===== config.mk =====
export PLATFORM = sky130hd
export DESIGN_NAME = uart_rx_fifo
export DESIGN_NICKNAME = d
export VERILOG_FILES = /design/src/rtl/uart_rx_fifo.sv
export SDC_FILE = /design/constraint.sdc
export NUM_CORES = 1
export LEC_CHECK = 0
export ABC_AREA = 1
export ABC_CLOCK_PERIOD_IN_PS = 2600
export BUFFER_PORTS_ARGS = -buffer_cell sky130_fd_sc_hd__buf_2
export CAP_MARGIN = 40
export CORE_MARGIN = 10
export CORE_UTILIZATION = 50
export CTS_CLUSTER_SIZE = 40
export DETAILED_ROUTE_END_ITERATION = 10
export GPL_ROUTABILITY_DRIVEN = 1
export HOLD_SLACK_MARGIN = 0.12
export PLACE_DENSITY = 0.75
export SLEW_MARGIN = 20
export SYNTH_ARGS = -nofsm -noshare
export SYNTH_HDL_FRONTEND = slang
export SYNTH_SLANG_ARGS = --single-unit

===== constraint.sdc =====
create_clock -name clk -period 2.6 [get_ports clk]
set_input_delay 0.13 -clock clk [delete_from_list [all_inputs] [get_ports clk]]
set_output_delay 0.13 -clock clk [all_outputs]
set_load 0.05 [all_outputs]

===== src/rtl/uart_rx_fifo.sv =====
// uart_rx_fifo: receive buffer downstream of a UART receiver.
// Captures {frame_err, data} on each rising edge of rx_new_data into a circular
// FIFO that the bus side drains with rd_en. Reports fill level, a programmable
// threshold interrupt and a sticky overrun flag.
//
// Ports:
//   clk, rst          - clock; synchronous active-low reset
//   rx_data           - received word
//   rx_frame_err      - frame error of the received word
//   rx_new_data       - receiver word-ready level (one write per rising edge)
//   rd_en             - read strobe, one entry per cycle
//   flush             - discard all contents
//   threshold         - interrupt level, 0 disables
//   overrun_clr       - clear the sticky overrun flag
//   rd_data           - registered read word
//   rd_frame_err      - frame error stored with rd_data
//   rd_valid          - one-cycle pulse when rd_data/rd_frame_err update
//   empty, full       - level == 0 / level == DEPTH
//   level             - entry count 0..DEPTH
//   thresh_irq        - level >= threshold, threshold != 0
//   overrun           - sticky, a word was dropped
module uart_rx_fifo #(
  parameter int unsigned ADDR_W = 4,
  parameter int unsigned DEPTH  = 16,  // must equal 2**ADDR_W
  parameter int unsigned DATA_W = 16
) (
  input  logic              clk,
  input  logic              rst,
  input  logic [DATA_W-1:0] rx_data,
  input  logic              rx_frame_err,
  input  logic              rx_new_data,
  input  logic              rd_en,
  input  logic              flush,
  input  logic [ADDR_W:0]   threshold,
  input  logic              overrun_clr,
  output logic [DATA_W-1:0] rd_data,
  output logic              rd_frame_err,
  output logic              rd_valid,
  output logic              empty,
  output logic              full,
  output logic [ADDR_W:0]   level,
  output logic              thresh_irq,
  output logic              overrun
);

  localparam logic [ADDR_W:0]   FullLvl = DEPTH[ADDR_W:0];
  localparam logic [ADDR_W:0]   LvlOne  = {{ADDR_W{1'b0}}, 1'b1};
  localparam logic [ADDR_W-1:0] PtrOne  = {{(ADDR_W-1){1'b0}}, 1'b1};

  logic [DATA_W:0]   mem [DEPTH];
  logic [ADDR_W-1:0] wr_ptr_q, wr_ptr_d, rd_ptr_q, rd_ptr_d;
  logic [ADDR_W:0]   level_q, level_d;
  logic              nd_q, overrun_q, overrun_d, rd_valid_q;
  logic [DATA_W-1:0] rd_data_q;
  logic              rd_frame_err_q;
  logic              wr_stb, wr_acc, rd_acc, drop;

  assign empty = (level_q == '0);
  assign full  = (level_q == FullLvl);

  // One write per rising edge of the receiver's level.
  assign wr_stb = rx_new_data & ~nd_q;
  // Reading a full FIFO in the same cycle frees the slot being written;
  // the read register samples the old contents at the same edge.
  assign rd_acc = rd_en & ~empty & ~flush;
  assign wr_acc = wr_stb & ~flush & (~full | rd_acc);
  assign drop   = wr_stb & ~flush & full & ~rd_acc;

  always_comb begin
    wr_ptr_d  = wr_ptr_q;
    rd_ptr_d  = rd_ptr_q;
    level_d   = level_q;
    overrun_d = overrun_q;
    if (flush) begin
      wr_ptr_d = '0;
      rd_ptr_d = '0;
      level_d  = '0;
    end else begin
      if (wr_acc) wr_ptr_d = wr_ptr_q + PtrOne;
      if (rd_acc) rd_ptr_d = rd_ptr_q + PtrOne;
      if (wr_acc && !rd_acc) begin
        level_d = level_q + LvlOne;
      end else if (rd_acc && !wr_acc) begin
        level_d = level_q - LvlOne;
      end
    end
    // Set beats clear.
    if (drop) begin
      overrun_d = 1'b1;
    end else if (overrun_clr) begin
      overrun_d = 1'b0;
    end
  end

  always_ff @(posedge clk) begin
    if (!rst) begin
      wr_ptr_q       <= '0;
      rd_ptr_q       <= '0;
      level_q        <= '0;
      overrun_q      <= 1'b0;
      rd_valid_q     <= 1'b0;
      rd_data_q      <= '0;
      rd_frame_err_q <= 1'b0;
      nd_q           <= 1'b0;
    end else begin
      wr_ptr_q   <= wr_ptr_d;
      rd_ptr_q   <= rd_ptr_d;
      level_q    <= level_d;
      overrun_q  <= overrun_d;
      rd_valid_q <= rd_acc;
      nd_q       <= rx_new_data;
      if (rd_acc) begin
        rd_data_q      <= mem[rd_ptr_q][DATA_W-1:0];
        rd_frame_err_q <= mem[rd_ptr_q][DATA_W];
      end
    end
  end

  // Storage is not reset, but no write lands while reset is asserted.
  always_ff @(posedge clk) begin
    if (rst && wr_acc) begin
      mem[wr_ptr_q] <= {rx_frame_err, rx_data};
    end
  end

  assign rd_data      = rd_data_q;
  assign rd_frame_err = rd_frame_err_q;
  assign rd_valid     = rd_valid_q;
  assign level        = level_q;
  assign overrun      = overrun_q;
  assign thresh_irq   = (threshold != '0) && (level_q >= threshold);

endmodule


=== Word level (Yosys, flattened, before mapping) ===
Memories as Yosys holds them, arrays and structs flattened. A register that Yosys moved wholly into a read port is not among the register bits.
Cells that the tools add are included.

* Output and inout port bits: 27
* Word-level logic and storage cells: 45
* Input bits: 28
* Memory bits (writable): 272
* Memories: 1
* Register bits after elaboration: 16

* Equal/unequal tests: 1
* Add/subtract/negate cells: 4
* Mux-type cells: 6
* Bitwise operators: 14
* $lt $le $gt $ge: 1
* Reduce and logical (&&, ||, !) cells: 12

{| class="wikitable"
|+ Memories
! memory !! depth !! width !! rd ports !! clocked after Yosys merged registers in !! wr ports !! line !! source
|-
| mem || 16 || 17 || 1 || 1 || 1 || 50 || <nowiki>logic [DATA_W:0] mem [DEPTH];</nowiki>
|}

{| class="wikitable"
|+ Operator list
! cell !! number
|-
| 5-bit 2-to-1 mux || 2
|-
| 4-bit by 1-bit adder with 4-bit output, second input constant || 2
|-
| 1-bit bitwise AND || 7
|-
| 1-bit NOT || 6
|-
| 5-bit by 1-bit adder with 5-bit output, second input constant || 1
|-
| 5-bit equality test, second input constant || 1
|-
| 5-bit >= comparator || 1
|-
| 5-bit zero test || 1
|-
| 5-bit nonzero test || 1
|-
| 5-bit by 1-bit subtractor with 5-bit output, second input constant || 1
|-
| 1-bit logical AND || 4
|-
| 1-bit 2-to-1 mux || 4
|-
| 2-bit nonzero test || 2
|-
| 1-bit zero test || 3
|-
| 2-bit OR reduction || 1
|-
| 1-bit bitwise OR || 1
|}

=== Depth between registers and ports, before layout ===
Gate-level depths: netlist (run 1).

* Depth after elaboration: 10
* Gate-level depth with buffers: 14
* Depth with buffers taken out: 14

=== Least setup slack after synthesis (run 1) ===
No wires, ideal clock.

* Path type: register to register
* Start point: register level_q[1] (netlist: level[1])
* End point: memory mem[0][0] (netlist name) (enable)
* Stages on the path, launching flop included: 9
* Setup time: 390 ps
* Data required time: 2210 ps
* Arrival time: 2227 ps
* Setup slack: -18 ps
* Cell sequence: dfxtp_1 -> inv_1 -> nand2_1 -> nor2_1 -> o211ai_1 -> nand2_1 -> inv_2 -> nand2_1 -> nor2_1

* Word-level cells in the longest chain between the ends: 9
* Elaborated cells on any way between the ends: 11
* Those cells by class: 1 x eq/ne; 2 x mux; 6 x bitwise; 2 x reduce/logical

{| class="wikitable"
|+ Ends and longest elaborated chain
! what !! line !! source
|-
| start: declaration || 52 || <nowiki>logic [ADDR_W:0] level_q, level_d;</nowiki>
|-
| start signal: assignment || 108 || <nowiki>level_q <= level_d;</nowiki>
|-
| 5-bit zero test || 58 || <nowiki>assign empty = (level_q == '0);</nowiki>
|-
| 1-bit NOT || 65 || <nowiki>assign rd_acc = rd_en & ~empty & ~flush;</nowiki>
|-
| 1-bit bitwise AND (2 in a row) || 65 ||
|-
| 1-bit bitwise OR (*) || 66 || <nowiki>assign wr_acc = wr_stb & ~flush & (~full | rd_acc);</nowiki>
|-
| 1-bit bitwise AND (*) || 66 ||
|-
| 1-bit logical AND (*) || 121 || <nowiki>if (rst && wr_acc) begin</nowiki>
|-
| 1-bit 2-to-1 mux (*) || 121 ||
|-
| 1-bit 2-to-1 mux (not written as such) (*) || 122 || <nowiki>mem[wr_ptr_q] <= {rx_frame_err, rx_data};</nowiki>
|-
| end: declaration || 50 ||
|}

Every way passes the cells marked *; elsewhere a longest branch is shown, timed or not.

=== Final worst setup path (run 1) ===
* Start point: register level_q[0] (netlist: level[0])
* End point: register level_q[3] (netlist: level[3])

* Word-level cells in the longest chain between the ends: 9
* Elaborated cells on any way between the ends: 17
* Those cells by class: 2 x add/sub; 1 x eq/ne; 2 x mux; 6 x bitwise; 6 x reduce/logical

{| class="wikitable"
|+ Ends and longest elaborated chain
! what !! line !! source
|-
| 5-bit zero test || 58 ||
|-
| 1-bit NOT || 65 ||
|-
| 1-bit bitwise AND (2 in a row) || 65 ||
|-
| 1-bit bitwise OR || 66 ||
|-
| 1-bit bitwise AND || 66 ||
|-
| 1-bit zero test || 83 || <nowiki>end else if (rd_acc && !wr_acc) begin</nowiki>
|-
| 1-bit logical AND || 83 ||
|-
| 2-bit nonzero test (no source line) || -- ||
|}

Parallel ways exist; a longest one is shown, timed or not. The select of a mux whose other input is x is not followed.
A chain may end at the register's enable or synchronous reset.

==> results by group, run 1 <==
Worst setup path
  • Crit path launch type: register
  • FF-to-FF path depth: 14
  • Crit-path max FO: 7
  • Kind of critical path: reg2reg
  • CP arrival: 2840 ps
  • Crit. End Element: register
  • Worst EP required: 3030 ps

Flow run
  • Max-cap violations: 0

Logic synthesis
  • Post-synth ARST share: 0
  • Area leader, netlist: edfxtp_1
  • Most common cell in the netlist: nand2_1
  • Most frequent cells after synthesis: nand2_1 (447), edfxtp_1 (272), nand3_1 (198)
  • Dominant synthesized flop cell: edfxtp_1
  • Syn Area/Cell: 10.2 um2
  • Synth top area share: 0.617
  • Synth top area cells: edfxtp_1 (62%), nand2_1 (13%), nand3_1 (7.5%), dfxtp_1 (5.0%), inv_1 (5.0%)
  • Post-synth EDFFs: 272
  • Netlist Area Pre-Place: 13200 um2
  • Syn_nets: 1338
  • Sequential share of the synthesized area: 0.667
  • Yosys cell types: 29
  • Ys Warns: 0
  • Number of synthesized register bits: 305
  • Cell count after synthesis: 1295

Pwr
  • Net Sw Frac: 0.220
  • Flop pwr share: 0.526
  • Worst VDD drop: 0.690 mV
  • Clock network power share: 0.402
  • Logic pwr share: 0.072
  • Cell leakage power: 6.44 nW
  • Pwr/cell area: 676 nW/um2
  • Internal: 8.00 mW
  • Psw: 2.26 mW

STA
  • Slew headroom: 0.525
  • Peak Freq: 415 MHz
  • WHS: 464 ps
  • Worst-Margin Slew: 708 ps
  • Setup violators final: 0
  • Min Tclk post-route: 2410 ps
  • Final hold violation count: 0
  • Setup_tns: 0 ps
  • Max-slew violation count: 0
  • Clock Skews: 15.1 ps
  • Tcrit/Tclk final: 0.927

Detailed routing
  • DRT Wirelength: 29700 um
  • DRC: 0
  • Via count: 9054
  • Initial DRC count: 928
  • ANT nets after route: 0
  • Wire length per cell: 17.1 um
  • Via-per-instance ratio: 5.20
  • Drt pass-1 iters: 5

Floorplanning
  • Starting Density: 0.508
  • Die H: 183 um
  • Core Area: 26100 um2
  • # rows: 59
  • Top Ports: 55
  • Die Area: 33400 um2
  • Die W: 183 um

GRT
  • First-pass GRT wire length: 47500 um
  • Number of global-route vias before repair: 8834
  • Overall Global Routing Usage: 0.176
  • Largest net degree at the start of global routing: 139
  • Initial antenna violation count: 1
  • Gr ovfl total: 0

Clocking
  • CTS Buf Count: 29
  • CTS tree: yes
  • Root buffer cell: clkbuf_16
  • Clock-pin transition on the worst setup and hold timing paths: 60 ps
  • H-tree Lvls: 1
  • CTS sink cnt: 305
  • Total setup buffers inserted after CTS: 0
  • Clk buf depth: 3
  • Clk_lat worst skew: 550 ps

Placed design
  • Post-DP HPWL: 18300 um
  • Port bufs: 54
  • GP Congestion: 0.851

Hold path
  • Hold Path Class: in2reg
  • Cells on Worst Hold Path: 4

Final layout
  • Area Overhead vs Synth: 14.6%
  • Post-layout util: 0.582
  • Layout cells sized above 1: 0.115
  • Layout Nets: 1426

Status
  • Outcome: finished, final reports clean
state kept, by name, indices dropped and copies added, names as in the netlist:
signal	cells
wr_ptr_q	4
rd_data	16
overrun	1
level	5
rd_frame_err	1
rd_ptr_q	4
mem	272
rd_valid	1
nd_q	1
critical path, stage by stage, from the launching register on:
cell and delay, ps:
dfxtp_2 350, inv_1 140, nand2_1 90, nor2_1 120, o211ai_1 140, nand2_1 190
inv_2 100, ha_1 240, inv_2 100, ha_1 280, a21oi_1 140, nand2_1 70
xor2_1 140, o21ai_0 150, inv_1 50
metrics by stage:
step                      setup WS, ps  instance area (um2)  instances  total power, mW
after floorplan                  -17.9                13200       1295             5.98
after global placement             215                14000       1662             6.19
after detailed placement           188                14000       1663             6.20
after CTS                          171                15200       1741             10.3
after global routing             -5.30                15200       1742             10.6
final                              189                15200       1742             10.3
cells by family (layout without fill, tap and decap cells):
group / after synthesis / in the layout / synth area share
fa+ha+maj: 15 / 15 / 0.0147
compound gates: 44 / 44 / 0.0200
xor+xnor: 7 / 7 / 0.00463
buf+inv: 243 / 354 / 0.0783
flops: 305 / 305 / 0.667
other cells: 0 / 1 / 0
simple gates: 681 / 681 / 0.215
path summary, 6_finish.rpt:
kind,slack (ps),endpoint,from
max,190,level[3],level[0]
min,460,rd_valid,rd_en
max reg2reg,190,level[3],level[0]
min reg2reg,540,rd_data[6],rd_data[6]
power by group through the flow:
stage          Sequential, mW  Clock, mW  Combinational [mW]
3_5_place_dp             5.49          0               0.710
6_report                 5.39       4.12               0.742
3_3_place_gp             5.49          0               0.700
5_1_grt                  5.39       4.38               0.819
2_1_floorplan            5.58          0               0.397
4_1_cts                  5.39       4.19               0.745
cells in the final DEF, fill, tap and decap left out, types with 2 or more instances in the layout:
cell / netlist / layout
a21oi_1: 16 / 16
buf_12: 0 / 5
buf_2: 19 / 54
buf_4: 19 / 34
bufinv_16: 0 / 3
clkbuf_1: 15 / 11
clkbuf_16: 0 / 29
clkbuf_8: 0 / 2
clkinv_1: 2 / 7
clkinv_2: 0 / 2
dfxtp_1: 33 / 28
dfxtp_2: 0 / 4
dlygate4sd3_1: 0 / 24
edfxtp_1: 272 / 272
ha_1: 14 / 14
inv_1: 176 / 175
inv_2: 4 / 4
nand2_1: 447 / 447
nand3_1: 198 / 198
nor2_1: 25 / 9
nor2_2: 0 / 16
nor3_1: 4 / 4
o21a_1: 17 / 17
o21ai_0: 10 / 10
xor2_1: 6 / 6
layer usage:
layer	global-route usage	up-vias	wire length (um)
met2	0.307	319	14900
li1	-	4404	-
met3	0.0273	66	2030
met1	0.218	4265	12000
met4	0.0560	0	762
met5	0	-	0
area by class of cell:
| cell class | instances | area (um2) |
|---|---|---|
| fill | 2119 | 10900 |
| sequential | 305 | 8840 |
| multi-input combinational | 747 | 3410 |
| timing repair buffer | 118 | 881 |
| clock buffer | 42 | 795 |
| inverter | 182 | 686 |
| tap | 335 | 419 |
| clock inverter | 12 | 136 |
| antenna | 1 | 2.50 |
what timing repair did:
action,in CTS,in global routing
endpoints found under the setup margin,0,3
resized for setup,0,4
hold buffers,24,0
endpoints found under the hold margin,296,0
(Power assumes the default switching activity.)
==> run 2, diff against run 1 <==
- ABC_CLOCK_PERIOD_IN_PS: 2600 -> 2700
- clock period: 2.6 -> 2.7 ns (I/O delays scaled with it)
==> run 2 against run 1 <==
Critical endpoint unchanged. Combinational power decreased by 2.7%. Sequential share of layout area increased by 0.16 points. Sequential power decreased by 4%. Non-clock buffer count decreased by 7. Global-route usage increased by 0.94 points. Flip-flop and latch count unchanged. Wire length increased by 5.5%. Cell area decreased by 0.32%.
==> results by group, run 2 (synthesis results as in run 1) <==
STA
  • WHS: 178 ps
  • Peak Freq: 406 MHz
  • Min Tclk post-route: 2460 ps
  • Slew headroom: 0.412
  • Max-slew violation count: 0
  • Setup violators final: 0
  • Clock Skews: 14.2 ps
  • PnR worst setup slack: 235 ps
  • RSZ-0062 raised after global routing: false
  • Final hold violation count: 0
  • Setup_tns: 0 ps
  • Worst-Margin Slew: 883 ps
  • Tcrit/Tclk final: 0.913

Placed design
  • Post-Place Setup Slack: 284 ps
  • Port bufs: 54
  • Post-DP HPWL: 18800 um
  • Dpl cells: 1657
  • GP Congestion: 0.843
  • Placed Instance Area: 13900 um2

Floorplanning
  • Die Area: 33400 um2
  • Starting Density: 0.508
  • Top Ports: 55
  • Core Area: 26100 um2
  • # rows: 59
  • Die W: 183 um
  • Die H: 183 um

Worst setup path
  • CP cell instances: inv_1, nand2_1, nor2_1, o211ai_1, nand2_1, inv_2, ha_1, inv_1, ha_1, a21oi_1, nand2_1, xor2_1, o21ai_0, inv_1
  • CP arrival: 2910 ps
  • Crit. End Element: register
  • CP max stage cell: dfxtp_1
  • Crit path launch type: register
  • Crit path largest cell delay: 440 ps
  • Crit-path max FO: 7
  • Kind of critical path: reg2reg
  • Worst EP required: 3150 ps

Final layout
  • Layout fillers: 2101
  • Area Overhead vs Synth: 14.2%
  • Layout Cells excl Fill: 1735
  • Post-layout util: 0.580
  • Largest reg by FF count: mem
  • ANT cells: 0
  • Most frequent cells in the layout: nand2_1 (447), edfxtp_1 (272), nand3_1 (198)
  • Layout cells sized above 1: 0.112
  • Max FFs per register: 272
  • Cell area after layout: 15100 um2
  • Commonest non-fill, non-tap cell in the layout: nand2_1
  • Layout Nets: 1420

GRT
  • Number of global-route vias before repair: 9250
  • Overall Global Routing Usage: 0.185
  • Gr ovfl total: 0
  • Largest net degree at the start of global routing: 139
  • First-pass GRT wire length: 49600 um
  • Initial antenna violation count: 0

Pwr
  • Internal: 7.79 mW
  • Psw: 2.29 mW
  • Cell leakage power: 6.41 nW
  • Clock network power share: 0.413
  • Flop pwr share: 0.515
  • Logic pwr share: 0.072
  • Pwr/cell area: 666 nW/um2
  • Net Sw Frac: 0.227
  • Pwr Total: 10.1 mW
  • Worst VDD drop: 0.544 mV

Detailed routing
  • Routed met1 length: 12200 um
  • ANT nets after route: 0
  • WL met3: 2440 um
  • DRC: 0
  • DRT Wirelength: 31400 um
  • Metal2 WL: 15700 um
  • Wire length per cell: 18.1 um
  • Via count: 9273
  • Top sig layer: met4
  • Drt pass-1 iters: 6
  • Via-per-instance ratio: 5.34
  • Initial DRC count: 969

Status
  • Outcome: finished, final reports clean

Clocking
  • Clk buf depth: 3
  • Clock-pin transition on the worst setup and hold timing paths: 60 ps
  • Root buffer cell: clkbuf_16
  • # hold bufs at CTS: 23
  • Clk_lat worst skew: 560 ps
  • H-tree Lvls: 1
  • CTS Buf Count: 30
  • CTS tree: yes
  • CTS sink cnt: 305
  • CTS resizes: 0
  • Total setup buffers inserted after CTS: 0

Flow run
  • Max-cap violations: 0

Hold path
  • Hold Path Class: in2reg
-- run 2: path summary, 6_finish.rpt --
path,cells after the start,startpoint,to,slack (ps)
worst min-delay path,4,rst,rd_data[10],180
worst min register to register,2,wr_ptr_q[3],wr_ptr_q[3],530
worst max-delay path,14,level[1],level[3],240
worst max register to register,14,level[1],level[3],240
-- run 2: critical path: cells and delay by family (launching register included) --
kind / cells / cell delay, ps
AND/OR/NAND/NOR: 4 / 410
XOR/XNOR: 1 / 150
AO/OA/AOI/OAI: 3 / 410
buffers and inverters: 4 / 420
flip-flops: 1 / 440
adder cells (fa/ha/maj): 2 / 540
-- run 2: metal layers --
layer  vias up  track usage
met5         -            0
met3        69       0.0293
met1      4395        0.230
met2       418        0.317
li1       4391            -
met4         0       0.0739
-- run 2: final cells by class --
cell class | count | area [um2] | area share
timing repair buffer | 111 | 793 | 0.0525
sequential | 305 | 8830 | 0.584
tap | 335 | 419 | 0.0277
clock buffer | 36 | 773 | 0.0511
multi-input combinational | 747 | 3410 | 0.226
inverter | 182 | 686 | 0.0453
clock inverter | 19 | 203 | 0.0134
-- run 2: power by group through the flow --
stage               logic, mW  registers (mW)  clock network, mW
floorplan               0.382            5.37                  0
global placement        0.679            5.29                  0
detailed placement      0.692            5.29                  0
CTS                     0.723            5.19               4.20
global route            0.791            5.19               4.41
finish                  0.722            5.19               4.17
==> run 3, diff against run 2 <==
- CELL_PAD_IN_SITES_DETAIL_PLACEMENT: default -> 1
- CELL_PAD_IN_SITES_GLOBAL_PLACEMENT: default -> 1
- CORE_UTILIZATION: 50 -> 49
- PLACE_DENSITY: 0.75 -> 0.87
- SLEW_MARGIN: 20 -> 10
==> run 3 against run 2 <==
Maximum frequency decreased by 3.0%. Critical path depth stayed put. Power is 4.8% higher.
==> results by group, run 3 (synthesis results as in run 1) <==
Placed design
  • Post-DP HPWL: 23800 um
  • GP Congestion: 0.847
  • Placed Instance Area: 14000 um2
  • Port bufs: 54

Pwr
  • Worst VDD drop: 0.825 mV
  • Pwr/cell area: 688 nW/um2
  • Cell leakage power: 6.52 nW
  • Pwr Total: 10.6 mW

Worst setup path
  • CP arrival: 2980 ps
  • Buf/Inv on CP: 4
  • Crit path largest cell delay: 350 ps
  • Worst EP required: 3140 ps
  • Crit-path max FO: 7
  • Cell family with most CP delay: adder cells
  • Crit. End Element: register
  • Crit path launch type: register
  • Register-to-register path setup slack: 160 ps
  • Crit-path most repeated cell: inv_1
  • Kind of critical path: reg2reg
  • CP max stage cell: dfxtp_2
  • CP cell instances: inv_1, nand2_1, nor2_1, o211ai_1, nand2_2, inv_4, ha_1, inv_1, ha_1, a21oi_1, nand2_1, xor2_1, o21ai_0, inv_1

GRT
  • First-pass GRT wire length: 63300 um
  • Initial antenna violation count: 2
  • Number of global-route vias before repair: 11100
  • Gr ovfl total: 0
  • Largest net degree at the start of global routing: 139
  • Overall Global Routing Usage: 0.242

STA
  • Final hold violation count: 0
  • Setup violators final: 0
  • Setup_tns: 0 ps
  • WHS: 207 ps
  • Peak Freq: 394 MHz
  • Slew headroom: 0.429
  • Max-slew violation count: 0
  • Worst-Margin Slew: 852 ps
  • Tcrit/Tclk final: 0.941
  • Min Tclk post-route: 2540 ps
  • Clock Skews: 28.5 ps

Detailed routing
  • Initial DRC count: 963
  • Drt pass-1 iters: 5
  • DRT Wirelength: 41300 um
  • Wire length per cell: 23.6 um
  • Via count: 9927
  • DRC: 0
  • ANT nets after route: 0
  • Via-per-instance ratio: 5.66

Floorplanning
  • Top Ports: 55
  • Core Area: 26800 um2
  • # rows: 60
  • Starting Density: 0.494
  • Die Area: 34000 um2
  • Die W: 184 um
  • Die H: 184 um

Final layout
  • Layout cells sized above 1: 0.123
  • Layout Nets: 1430
  • Post-layout util: 0.572
  • Area Overhead vs Synth: 15.9%
  • Cell area after layout: 15300 um2
  • Max FFs per register: 272
  • Most frequent cells in the layout: nand2_1 (446), edfxtp_1 (272), nand3_1 (198)
  • Commonest non-fill, non-tap cell in the layout: nand2_1
  • Largest reg by FF count: mem

Hold path
  • Hold Path Class: in2reg

Clocking
  • Clock-pin transition on the worst setup and hold timing paths: 70 ps
  • Root buffer cell: clkbuf_16
  • CTS tree: yes
  • Clk_lat worst skew: 570 ps
  • CTS Buf Count: 31
  • CTS sink cnt: 305
  • H-tree Lvls: 1
  • Clk buf depth: 3

Status
  • Outcome: finished, final reports clean

Flow run
  • Max-cap violations: 0
## run 3: changes by cell type in the layout (fill, tap and decap cells not counted), moves of 2 or more
cell and delta:
buf_4 +7, bufinv_16 +3, clkinv_1 -2, clkinv_2 -2, clkinvlp_4 +2, dfxtp_1 -3, dfxtp_2 +3, diode_2 +2
## run 3: metrics by stage
step	setup WS, ps	std cells
2_1_floorplan	82.1	1295
3_3_place_gp	309	1669
3_5_place_dp	132	1670
4_1_cts	69.8	1749
5_1_grt	-21.5	1752
6_report	160	1753
## run 3: repair_timing
item                       in CTS  in global routing
setup buffers                   0                  2
hold endpoints to repair      290                  0
resized for setup               0                  5
hold buffers                   23                  0
setup endpoints to repair       0                  2
## run 3: report_power, final
part | total (mW) | internal (mW) | leakage [nW] | switching [mW]
logic | 0.776 | 0.208 | 3.28 | 0.568
registers | 5.19 | 5.17 | 2.72 | 0.0248
clock network | 4.59 | 2.77 | 0.518 | 1.82
total | 10.6 | 8.14 | 6.52 | 2.42
## run 3: tightest hold or removal path: stages
cell and delay [ps]:
buf_2 300, o21a_1 200, nand2_1 60, inv_1 30
## run 3: cell type report
type / count / area [um2]
Timing Repair Buffer: 120 / 893
Multi-Input combinational cell: 747 / 3420
Clock inverter: 19 / 274
Sequential cell: 305 / 8840
Fill cell: 2893 / 11500
Antenna cell: 2 / 5.00
Tap cell: 341 / 427
Inverter: 182 / 688
Clock buffer: 37 / 798
## run 3: per-layer routing
metal	GRT usage	share of wire	routed length [um]
met5	0	0	0
met4	0.106	0.041	1710
met3	0.0419	0.075	3090
met2	0.432	0.51	20900
met1	0.278	0.38	15600
## run 3: final timing paths
kind | start | endpoint | depth (start not counted)
worst min-delay path | rst | rd_data[6] | 4
worst max-delay path | level[1] | level[3] | 14
worst min register to register | rd_data[5] | rd_data[5] | 3
worst max register to register | level[1] | level[3] | 14
